<file path="config.mk">
export PLATFORM = sky130hd
export DESIGN_NAME = seq_stage_controller
export DESIGN_NICKNAME = d
export VERILOG_FILES = /design/src/rtl/seq_stage_controller.sv
export SDC_FILE = /design/constraint.sdc
export NUM_CORES = 1
export LEC_CHECK = 0
export BUFFER_PORTS_ARGS = -buffer_cell sky130_fd_sc_hd__buf_2
export CAP_MARGIN = 20
export CELL_PAD_IN_SITES_DETAIL_PLACEMENT = 0
export CELL_PAD_IN_SITES_GLOBAL_PLACEMENT = 1
export CORE_ASPECT_RATIO = 1.1
export CORE_MARGIN = 1.5
export CORE_UTILIZATION = 36
export DETAILED_ROUTE_END_ITERATION = 10
export PLACE_DENSITY = 0.84
export SLEW_MARGIN = 20
export SYNTH_ARGS = -nofsm -noshare
export SYNTH_HDL_FRONTEND = slang
export SYNTH_SLANG_ARGS = --single-unit
</file>
<file path="constraint.sdc">
create_clock -name clk -period 3 [get_ports clk]
set_input_delay 0.45 -clock clk [delete_from_list [all_inputs] [get_ports clk]]
set_output_delay 0.45 -clock clk [all_outputs]
set_load 0.05 [all_outputs]
</file>
<file path="src/rtl/seq_stage_controller.sv">
// Stage sequencer for the sequential Y86-64 core: walks each instruction
// through its stages, owns the PC, and reports status and retired count.
module seq_stage_controller #(
  parameter logic [63:0] RESET_PC    = 64'h0,
  parameter int unsigned ACK_TIMEOUT = 15
) (
  input  logic        clk,
  input  logic        rst_n,
  input  logic        start,
  output logic        fetch_req,
  input  logic        fetch_ack,
  input  logic        fetch_err,
  input  logic        instr_valid,
  input  logic [3:0]  icode,
  input  logic        Cnd,
  input  logic [63:0] valC,
  input  logic [63:0] valM,
  input  logic [63:0] valP,
  output logic        dmem_req,
  output logic        dmem_wr,
  output logic        dmem_wdata_sel,
  input  logic        dmem_ack,
  input  logic        dmem_err,
  output logic        cc_we,
  output logic        rf_we,
  output logic [2:0]  stage,
  output logic [63:0] pc,
  output logic [2:0]  stat,
  output logic [31:0] instr_count
);

  typedef enum logic [2:0] {
    S_IDLE      = 3'd0,
    S_FETCH     = 3'd1,
    S_DECODE    = 3'd2,
    S_EXECUTE   = 3'd3,
    S_MEMORY    = 3'd4,
    S_WRITEBACK = 3'd5,
    S_PCUPD     = 3'd6,
    S_HALTED    = 3'd7
  } state_t;

  localparam logic [2:0] STAT_AOK = 3'd1;
  localparam logic [2:0] STAT_HLT = 3'd2;
  localparam logic [2:0] STAT_ADR = 3'd3;
  localparam logic [2:0] STAT_INS = 3'd4;
  localparam logic [7:0] TMO_LAST = 8'(ACK_TIMEOUT - 1);

  function automatic logic uses_mem(input logic [3:0] ic);
    case (ic)
      4'h4, 4'h5, 4'h8, 4'h9, 4'hA, 4'hB: uses_mem = 1'b1;
      default:                            uses_mem = 1'b0;
    endcase
  endfunction

  function automatic logic mem_write(input logic [3:0] ic);
    case (ic)
      4'h4, 4'h8, 4'hA: mem_write = 1'b1;
      default:          mem_write = 1'b0;
    endcase
  endfunction

  function automatic logic reg_write(input logic [3:0] ic, input logic c);
    case (ic)
      4'h3, 4'h5, 4'h6, 4'h8, 4'h9, 4'hA, 4'hB: reg_write = 1'b1;
      4'h2:                                     reg_write = c;
      default:                                  reg_write = 1'b0;
    endcase
  endfunction

  state_t      state_q, state_d;
  logic [63:0] pc_q, pc_d;
  logic [2:0]  stat_q, stat_d;
  logic [31:0] cnt_q, cnt_d;
  logic [3:0]  icode_q, icode_d;
  logic [7:0]  tmo_q, tmo_d;
  logic        fetch_req_q, fetch_req_d;
  logic        dmem_req_q, dmem_req_d;
  logic        dmem_wr_q, dmem_wr_d;
  logic        wsel_q, wsel_d;
  logic        cc_we_q, cc_we_d;
  logic        rf_we_q, rf_we_d;

  always_ff @(posedge clk or negedge rst_n) begin
    if (!rst_n) begin
      state_q     <= S_IDLE;
      pc_q        <= RESET_PC;
      stat_q      <= STAT_AOK;
      cnt_q       <= '0;
      icode_q     <= '0;
      tmo_q       <= '0;
      fetch_req_q <= 1'b0;
      dmem_req_q  <= 1'b0;
      dmem_wr_q   <= 1'b0;
      wsel_q      <= 1'b0;
      cc_we_q     <= 1'b0;
      rf_we_q     <= 1'b0;
    end else begin
      state_q     <= state_d;
      pc_q        <= pc_d;
      stat_q      <= stat_d;
      cnt_q       <= cnt_d;
      icode_q     <= icode_d;
      tmo_q       <= tmo_d;
      fetch_req_q <= fetch_req_d;
      dmem_req_q  <= dmem_req_d;
      dmem_wr_q   <= dmem_wr_d;
      wsel_q      <= wsel_d;
      cc_we_q     <= cc_we_d;
      rf_we_q     <= rf_we_d;
    end
  end

  always_comb begin
    state_d = state_q;
    pc_d    = pc_q;
    stat_d  = stat_q;
    cnt_d   = cnt_q;
    icode_d = icode_q;
    tmo_d   = '0;

    case (state_q)
      S_IDLE: if (start) state_d = S_FETCH;
      S_FETCH: begin
        if (fetch_ack) begin
          icode_d = icode;
          if (fetch_err) begin
            stat_d  = STAT_ADR;
            state_d = S_HALTED;
          end else if (!instr_valid) begin
            stat_d  = STAT_INS;
            state_d = S_HALTED;
          end else if (icode == 4'h0) begin
            stat_d  = STAT_HLT;
            state_d = S_HALTED;
          end else begin
            state_d = S_DECODE;
          end
        end else if (tmo_q == TMO_LAST) begin
          stat_d  = STAT_ADR;
          state_d = S_HALTED;
        end else begin
          tmo_d = tmo_q + 8'd1;
        end
      end
      S_DECODE:  state_d = S_EXECUTE;
      S_EXECUTE: state_d = uses_mem(icode_q) ? S_MEMORY : S_WRITEBACK;
      S_MEMORY: begin
        if (dmem_ack) begin
          if (dmem_err) begin
            stat_d  = STAT_ADR;
            state_d = S_HALTED;
          end else begin
            state_d = S_WRITEBACK;
          end
        end else if (tmo_q == TMO_LAST) begin
          stat_d  = STAT_ADR;
          state_d = S_HALTED;
        end else begin
          tmo_d = tmo_q + 8'd1;
        end
      end
      S_WRITEBACK: state_d = S_PCUPD;
      S_PCUPD: begin
        if ((icode_q == 4'h7 && Cnd) || icode_q == 4'h8) pc_d = valC;
        else if (icode_q == 4'h9)                        pc_d = valM;
        else                                             pc_d = valP;
        cnt_d   = cnt_q + 32'd1;
        state_d = S_FETCH;
      end
      S_HALTED: state_d = S_HALTED;
      default:  state_d = S_IDLE;
    endcase

    // Strobes are registered from the upcoming state so they align with stage.
    fetch_req_d = (state_d == S_FETCH);
    dmem_req_d  = (state_d == S_MEMORY);
    dmem_wr_d   = dmem_req_d && mem_write(icode_d);
    wsel_d      = dmem_req_d && (icode_d == 4'h8);
    cc_we_d     = (state_d == S_EXECUTE) && (icode_d == 4'h6);
    rf_we_d     = (state_d == S_WRITEBACK) && reg_write(icode_d, Cnd);
  end

  assign fetch_req      = fetch_req_q;
  assign dmem_req       = dmem_req_q;
  assign dmem_wr        = dmem_wr_q;
  assign dmem_wdata_sel = wsel_q;
  assign cc_we          = cc_we_q;
  assign rf_we          = rf_we_q;
  assign stage          = state_q;
  assign pc             = pc_q;
  assign stat           = stat_q;
  assign instr_count    = cnt_q;

endmodule
</file>
# [After elaboration in Yosys (flattened, before gate mapping)]
# Index checks and enable logic that the tools add are counted.
[classes] mux=30 n_addsub=2 reduce_logical=13 eq_ne=30
[ops] cell="2-to-1 mux 64 bit" n=2
[ops] cell="2-to-1 mux 3 bit" n=14
[ops] cell="adder 32 x 1 -> 32 bit, second input constant" n=1
[ops] cell="== test 4 bit, second input constant" n=8
[ops] cell="== test 4 x 3 -> 1 bit, second input constant" n=6
[ops] cell="2-to-1 mux 8 bit" n=3
[ops] cell="case mux 3 bit (8 select lines)" n=1
[ops] cell="== test 3 bit, second input constant" n=6
[ops] cell="case mux 8 bit (2 select lines)" n=1
[ops] cell="== test 3 x 2 -> 1 bit, second input constant" n=3
[ops] cell="adder 8 x 1 -> 8 bit, second input constant" n=1
[ops] cell="== test 4 x 2 -> 1 bit, second input constant" n=2
[ops] cell="== test 8 x 4 -> 1 bit, second input constant" n=1
[ops] cell="2-to-1 mux 4 bit" n=2
[ops] cell="OR reduction 7 bit" n=1
[ops] cell="== test 3 x 1 -> 1 bit, second input constant" n=2
[ops] cell="case mux 3 bit (2 select lines)" n=1
[ops] cell="OR reduction 6 bit" n=1
[ops] cell="logical AND 1 bit" n=5
[ops] cell="inequality test 5 bit, second input constant" n=1
[ops] cell="logical NOT 4 bit" n=1
[ops] cell="2-to-1 mux 1 bit" n=4
[ops] cell="logical NOT 3 bit" n=1
[ops] cell="inequality test 3 bit, second input constant" n=1
[ops] cell="other kinds (6)" n=6
[word_totals] output_inout_bits=108 input_bits=205 word_cells=87 regBits=120

# [Logic depth before layout (Yosys ltp)]
# Gate-level depths: netlist of run 1.
[depth] depth_word=8 depth_mapped=8 depth_no_buf=8

# [Least setup slack after synthesis of run 1]
# Ideal clock, no wire load.
[synth_path] path_type="reg-to-reg" start="reg cnt_q[4], in the netlist instr_count[4]" end="reg cnt_q[29], in the netlist instr_count[29]" period_less_slack_ns=2.153 n_path_buf=0 setup_time_ns=0.142 stages_incl_launch_ff=6 setup_slack_ns=0.847 t_arrival_ns=2.011 required_ns=2.858 path_cell_list="dfrtp_1 and3_2 nand4_2 or4_4 nand2b_4 xnor2_1"
[synth_between] elab_chain_cells=1
[synth_lines] item="from (decl)" line_no="74" text="logic [31:0] cnt_q, cnt_d;"
[synth_lines] item="from (signal assigned)" line_no="102" text="cnt_q <= cnt_d;"
[synth_lines] item="adder 32 x 1 -> 32 bit" line_no="168" text="cnt_d = cnt_q + 32'd1;"
# No other way between the ends.
# A chain may end at the register's enable or synchronous reset.

# [Worst setup path after layout of run 1]
[layout_path] start="reg icode_q[1]" end="reg pc_q[56], in the netlist pc[56]"
[layout_between] elab_chain_cells=4 word_cells_on_any_way=7 classes_between="eq/ne (3); mux (2); reduce/logical (2)"
[layout_lines] item="from (decl)" line_no="75" text="logic [3:0] icode_q, icode_d;"
[layout_lines] item="from (signal assigned)" line_no="103" text="icode_q <= icode_d;"
[layout_lines] item="== test 4 x 3 -> 1 bit" line_no="165" text="if ((icode_q == 4'h7 && Cnd) || icode_q == 4'h8) pc_d = valC;"
[layout_lines] item="logical AND 1 bit" line_no="165"
[layout_lines] item="logical OR 1 bit" line_no="165"
[layout_lines] item="2-to-1 mux 64 bit *" line_no="165"
[layout_lines] item="to (signal assigned)" line_no="100" text="pc_q <= pc_d;"
[layout_lines] item="to (decl)" line_no="72" text="logic [63:0] pc_q, pc_d;"
# Mark *: on every way between the ends. The rest lies on a longest branch, timed or not.

==> results of run 1 <==
[power by group through the flow]
| stage | sequential [mW] | clock (mW) | combinational, mW |
|---|---|---|---|
| 6_report | 2.54 | 1.93 | 5.00 |
| 5_1_grt | 2.61 | 2.05 | 5.37 |
| 4_1_cts | 2.54 | 1.98 | 5.05 |
| 3_5_place_dp | 2.56 | 0 | 5.04 |
| 3_3_place_gp | 2.54 | 0 | 5.01 |
| 2_1_floorplan | 4.24 | 0 | 2.09 |
[worst max-delay path: stages (launching register included)]
cell and delay, ps:
dfrtp_1 430, or3b_2 510, buf_4 290, nor2_4 130, buf_4 340, o221a_2 290
a21oi_1 50, o21ai_1 120
[per-layer routing]
layer	vias to the layer above	share of wire (%)	track usage, %
met5	-	0	0
met4	0	2.2	8.16
met3	29	6.2	4.90
met2	221	48	34.3
met1	2732	43	26.2
li1	2870	-	-
[layout make-up]
class | instances | area share, %
flip-flops and latches | 120 | 35.3
multi-input cells | 442 | 34.5
repair buffers | 325 | 19.8
clock buffers | 22 | 5.34
well taps | 234 | 3.44
clock inverters | 10 | 1.21
inverters | 8 | 0.353
[flip-flops by register name, indices dropped and copies added (netlist names)]
signal,cells
rf_we,1
stage,3
pc,64
dmem_wr,1
fetch_req,1
dmem_wdata_sel,1
cc_we,1
icode_q,4
dmem_req,1
stat,3
tmo_q,8
instr_count,32
[worst min path at each step]
stage                          from              end  slack, ps  cells after the start
finish                        rst_n           pc[38]         40                      1
floorplan                     rst_n            cc_we        150                      0
CTS                           rst_n           pc[38]         60                      1
detailed placement  instr_count[31]  instr_count[31]        460                      1
global placement    instr_count[31]  instr_count[31]        450                      1
global route                  rst_n           pc[38]         80                      1
[cell families (layout without fill, tap and decap cells)]
logic type | Yosys count | after routing | synth area share (%)
AOI/OAI and AO/OA | 217 | 217 | 24.9
xor gates and xnor gates | 39 | 39 | 5.50
adders and majority gates | 3 | 3 | 0.604
buffers and inverters | 55 | 365 | 4.65
DFF | 120 | 120 | 48.3
muxes | 5 | 5 | 1.01
and+or+nand+nor | 178 | 178 | 15.0
[cell usage after synthesis (3+ instances only)]
library cell | instances | area share (%)
o221a_2 | 64 | 12
a21oi_1 | 65 | 5.2
o21ai_0 | 14 | 1.1
nand2_1 | 77 | 4.6
dfrtp_1 | 119 | 48
o21a_1 | 3 | 0.36
nand3_1 | 20 | 1.6
ha_1 | 3 | 0.60
nor2_1 | 25 | 1.5
xnor2_1 | 26 | 3.7
nor3_1 | 7 | 0.56
buf_2 | 21 | 1.7
nand2b_1 | 6 | 0.60
nor2b_1 | 4 | 0.40
or3_1 | 3 | 0.30
and4_1 | 4 | 0.56
inv_1 | 8 | 0.48
buf_6 | 7 | 1.3
xor2_1 | 13 | 1.8
clkbuf_1 | 18 | 1.1
and3_1 | 4 | 0.40
o21ai_1 | 60 | 4.8
nand4_1 | 4 | 0.40
[per-stage QoR]
step	cell area, um^2	hold WS, ps	instances	setup slack, ps
3_3_place_gp	7950	452	1129	734
2_1_floorplan	6220	154	617	847
5_1_grt	8510	83.4	1161	586
6_report	8510	43.9	1161	728
3_5_place_dp	7950	460	1129	720
4_1_cts	8510	58.5	1161	690
==> metrics.md, run 1 <==
| Metric | Value |
|---|---|
| Run status | finished, final reports clean |
| Clk buf depth | 2 |
| CP Capture Type | flop |
| Initial antenna violation count | 0 |
| Headroom to the max-slew limit | ~57% |
| Library cells used by synthesis | 57 |
| Maximum VDD drop | ~0.00054 V |
| Vias | 5,852 |
| 1st-pass router iterations | 4 |
| Min Tclk post-route | ~2300 ps |
| Die W | 128 um |
| GP Congestion | about 0.80 |
| Wirelength, routed | between 15 and 20 mm |
| IO Pins | about 310 |
| Synth Area per Inst | 10.1 um^2 |
| Slew Viols, Final | 0 |
| Postcts setup bufs | 0 |
| Number of synthesized register bits | 120 |
| CP Launch Type | flop |
| R2R cell count | 7 |
| Die ar. | about 18,000 um^2 |
| Rows | 50 |
| Final period util | about three quarters |
| Worst Path Arrival | ~2600 ps |
| Clock sink count | 120 |
| Required @ worst endpoint | between 3000 and 4000 ps |
| Flop2flop setup slack | ~730 ps |
| GRT Residual Overflow | 0 |
| CTS Hold Buffers Added | 0 |
| Synth warn | 0 |
| Switching power | approximately 4.6 mW |
| Clk pin slew, worst setup/hold paths | 60 ps |
| CTS Buf Count | 17 |
| First-pass GRT wire length | between 20 and 30 mm |
| Critical R2R Launch | icode_q[1] |
| CTS root buf | clkbuf_16 |
| Flop pwr share | 26.8% |
| Vias/cell | just over 5 |
| Internal power | approximately 4.9 mW |
| Port bufs | about 310 |
| Worst-Skew Late Latency | ~420 ps |
| Antenna Nets Post-Route | 0 |
| Register area share after synthesis | a little under 50% |
| Worst reg2reg endpoint | pc[56] |
| Worst slew pin tran | 640 ps |
| Largest net degree at the start of global routing | 131 |
| Async set-reset flop share out of synthesis | between 90% and 100% |
| Drt drc | 0 |
| H-tree levels | 4 |
| Routed WL per cell | 16.4 um |
| Setup TNS Final | 0 ps |
| Synthesized Nets | around 830 |
| Share of cells above drive strength 1 | 47.4% |
| Number of global-route vias before repair | 5,602 |
| FMAX | 440 MHz |
| GRT Overall Usage | roughly a fifth |
| CTS tree | yes |
| Comb power frac | between 50% and 60% |
| Max Cap Viol | 0 |
| N_diodes | 0 |
| Final Hold Viols | 0 |
| HP Class | input port to asynchronous set/reset pin |
| Most frequent cells in the layout | 311 x buf_2, 119 x dfrtp_1, 76 x nand2_1 |
| Crit path max fanout | 33 |
| Synth Flop Type | dfrtp_1 |
| FF/Latch Area | between 3000 and 4000 um^2 |
| Final setup viols | 0 |
| RSZ-0062 raised after global routing | no |
| Leakage | between 4 and 5 nW |
| Fin util | around half |
| Crit Path Category | flop to flop |
| Synthesized instance count | about 600 |
| Commonest non-fill, non-tap cell in the layout | buf_2 |
| Sw Ratio | between 40% and 50% |
| Synth Cell Area | 6220 um^2 |
| Final net count | approximately 1,100 |
| Clock power frac | roughly a fifth |
| Fill cells | around 1,600 |
| Clk_skew | just over 7 ps |
| CP endpoint | pc[56] |
| Core Area | roughly 17,000 um^2 |
| Starting Density | a little over a third |
| Multi-input logic area | roughly 3000 um^2 |
| Die height | roughly 140 um |
| DRT iter0 DRCs | 306 |
| Hpwl dp | about 14 mm |
| Critical Path Start | icode_q[1] |
| PostCTS Resize Cnt | 0 |
| Final Power | 9.47 mW |
| Area Growth Syn to Fin | 36.9% |
| Cell Pwr Density | between 1000 and 1500 nW/um^2 |
| Post-synth EDFFs | 0 |
No activity file was read; power rests on OpenSTA's default activity.
==> inputs of run 2 (changes only) <==
--- a/config.mk
+++ b/config.mk
@@ -11,9 +11,9 @@
 export CELL_PAD_IN_SITES_GLOBAL_PLACEMENT = 1
 export CORE_ASPECT_RATIO = 1.1
 export CORE_MARGIN = 1.5
-export CORE_UTILIZATION = 36
+export CORE_UTILIZATION = 34
 export DETAILED_ROUTE_END_ITERATION = 10
-export PLACE_DENSITY = 0.84
+export PLACE_DENSITY = 0.8
 export SLEW_MARGIN = 20
 export SYNTH_ARGS = -nofsm -noshare
 export SYNTH_HDL_FRONTEND = slang
==> constraint.sdc (replaced) <==
create_clock -name clk -period 2.1 [get_ports clk]
set_input_delay 0.315 -clock clk [delete_from_list [all_inputs] [get_ports clk]]
set_output_delay 0.315 -clock clk [all_outputs]
set_load 0.05 [all_outputs]
==> metrics.md, run 2 (synthesis results as in run 1) <==
| Metric | Value |
|---|---|
| Maximum VDD drop | 0.000600 V |
| Vias | around 6,000 |
| Required @ worst endpoint | ~2400 ps |
| R2R cell count | 4 |
| RSZ-0062 raised after global routing | no |
| Max reg flops | between 60 and 70 |
| Leakage | roughly 4.4 nW |
| CP Launch Type | flop |
| Hpwl dp | 14.8 mm |
| Largest net degree at the start of global routing | 121 |
| Setup TNS Final | 0 ps |
| Share of cells above drive strength 1 | between 40% and 50% |
| GP Congestion | a little over 0.8 |
| Final Hold Viols | 2 |
| Die height | 145 um |
| Final period util | 91.6% |
| Min Tclk post-route | approximately 1900 ps |
| Starting Density | a little over a third |
| Clk pin slew, worst setup/hold paths | around 60 ps |
| Clk buf depth | 2 |
| Fin util | 49.2% |
| Design area | slightly below 9000 um^2 |
| Multi-input logic area | approximately 2900 um^2 |
| Placed Instance Area | between 8000 and 9000 um^2 |
| Routed WL per cell | between 15 and 20 um |
| Core Area | 17,800 um^2 |
| Finished Layout Cells | 1,184 |
| Antenna Nets Post-Route | 0 |
| Worst Path Arrival | 2260 ps |
| 1st-pass router iterations | 5 |
| Flop2flop setup slack | around 180 ps |
| Critical R2R Launch | stage[2] |
| IO Pins | 313 |
| First-pass GRT wire length | about 31 mm |
| Crit path max fanout | 5 |
| GRT Residual Overflow | 0 |
| Post-Place Cells | 1,149 |
| Final setup viols | 0 |
| Clk_skew | between 6 and 7 ps |
| FF/Latch Area | 3010 um^2 |
| Headroom to the max-slew limit | a little under three fifths |
| Worst hold slack | -28.0 ps |
| Rows | 51 |
| CTS root buf | clkbuf_16 |
| Area Growth Syn to Fin | 40.9% |
| Most frequent cells in the layout | 311 x buf_2, 111 x dfrtp_1, 76 x nand2_1 |
| Fill cells | 1,729 |
| H-tree levels | 4 |
| DRT iter0 DRCs | between 300 and 400 |
| HP Class | input port to asynchronous set/reset pin |
| Wirelength, routed | about 20 mm |
| Die ar. | between 15,000 and 20,000 um^2 |
| Number of global-route vias before repair | roughly 5,800 |
| Die W | 132 um |
| Worst-Skew Late Latency | 410 ps |
| Worst reg2reg endpoint | dmem_wdata_sel |
| Vias/cell | 5.08 |
| Slew Viols, Final | 0 |
| GRT Overall Usage | about 20% |
| Run status | finished, violations left |
| Initial antenna violation count | 0 |
| Drt drc | 0 |
| Commonest non-fill, non-tap cell in the layout | buf_2 |
| Worst slew pin tran | just under 700 ps |
| Max Cap Viol | 0 |
| CP Capture Type | flop |
| Failing checks | negative hold slack |
| FMAX | ~520 MHz |
| CTS tree | yes |
| Port bufs | 312 |
| Crit Path Category | flop to flop |
| Final net count | ~1,100 |
| Clock sink count | between 100 and 150 |
| Cell Pwr Density | approximately 1600 nW/um^2 |
| N_diodes | 0 |
| CTS Buf Count | 17 |
| CTS Hold Buffers Added | 0 |
run 2: changes by cell type in the layout (fill, tap and decap cells not counted), sizes merged:
cell | before | now
clkinvlp | 1 | 6
clkinv | 7 | 6
buf | 325 | 343
inv | 8 | 10
clkbuf | 22 | 18
bufinv | 2 | 1
run 2: worst max path at each step:
stage	from	to	slack, ps	depth (start not counted)
after floorplan	stage[1]	dmem_wdata_sel	20	5
after detailed placement	icode_q[2]	pc[6]	100	6
after global routing	tmo_q[1]	rf_we	20	7
final	stage[2]	dmem_wdata_sel	180	4
after CTS	icode_q[2]	pc[6]	90	6
after global placement	icode_q[2]	pc[4]	170	6
run 2: layout make-up:
type                            count  area share [%]
Clock buffer                       17            4.86
Clock inverter                     15            1.49
Inverter                            8           0.343
Multi-Input combinational cell    442            33.6
Sequential cell                   120            34.4
Tap cell                          238            3.40
Timing Repair Buffer              344            21.9
run 2: repair_timing:
item                       in CTS  in global routing
setup buffers                   0                  2
setup endpoints to repair       0                  2
resized for setup               0                  1
run 2: stage by stage:
stage / worst slack (ps) / total power [mW]
after floorplan: 22.1 / 9.05
after global placement: 167 / 11.1
after detailed placement: 103 / 11.2
after CTS: 86.7 / 14.0
after global routing: 17.3 / 14.8
final: 176 / 13.9
run 2: routing by layer:
layer | up-vias | share of wire [%] | GRT usage, %
met4 | 0 | 2.0 | 7.31
li1 | 2915 | - | -
met2 | 228 | 49 | 33.8
met1 | 2840 | 43 | 25.8
met5 | - | 0 | 0
met3 | 29 | 6.5 | 5.57
run 2: worst max-delay path, cell delays in order (launching register included):
cell and delay, ps:
dfrtp_2 400, and4bb_1 420, mux2_4 370, or4_1 550
nor3_2 110
run 2: report_power, final:
| group | leakage, nW | switching (mW) | total, mW | internal (mW) |
|---|---|---|---|---|
| logic | 2.59 | 5.21 | 7.63 | 2.42 |
| clock network | 0.257 | 1.12 | 2.75 | 1.62 |
| registers | 1.53 | 0.444 | 3.55 | 3.11 |
| total | 4.38 | 6.78 | 13.9 | 7.16 |
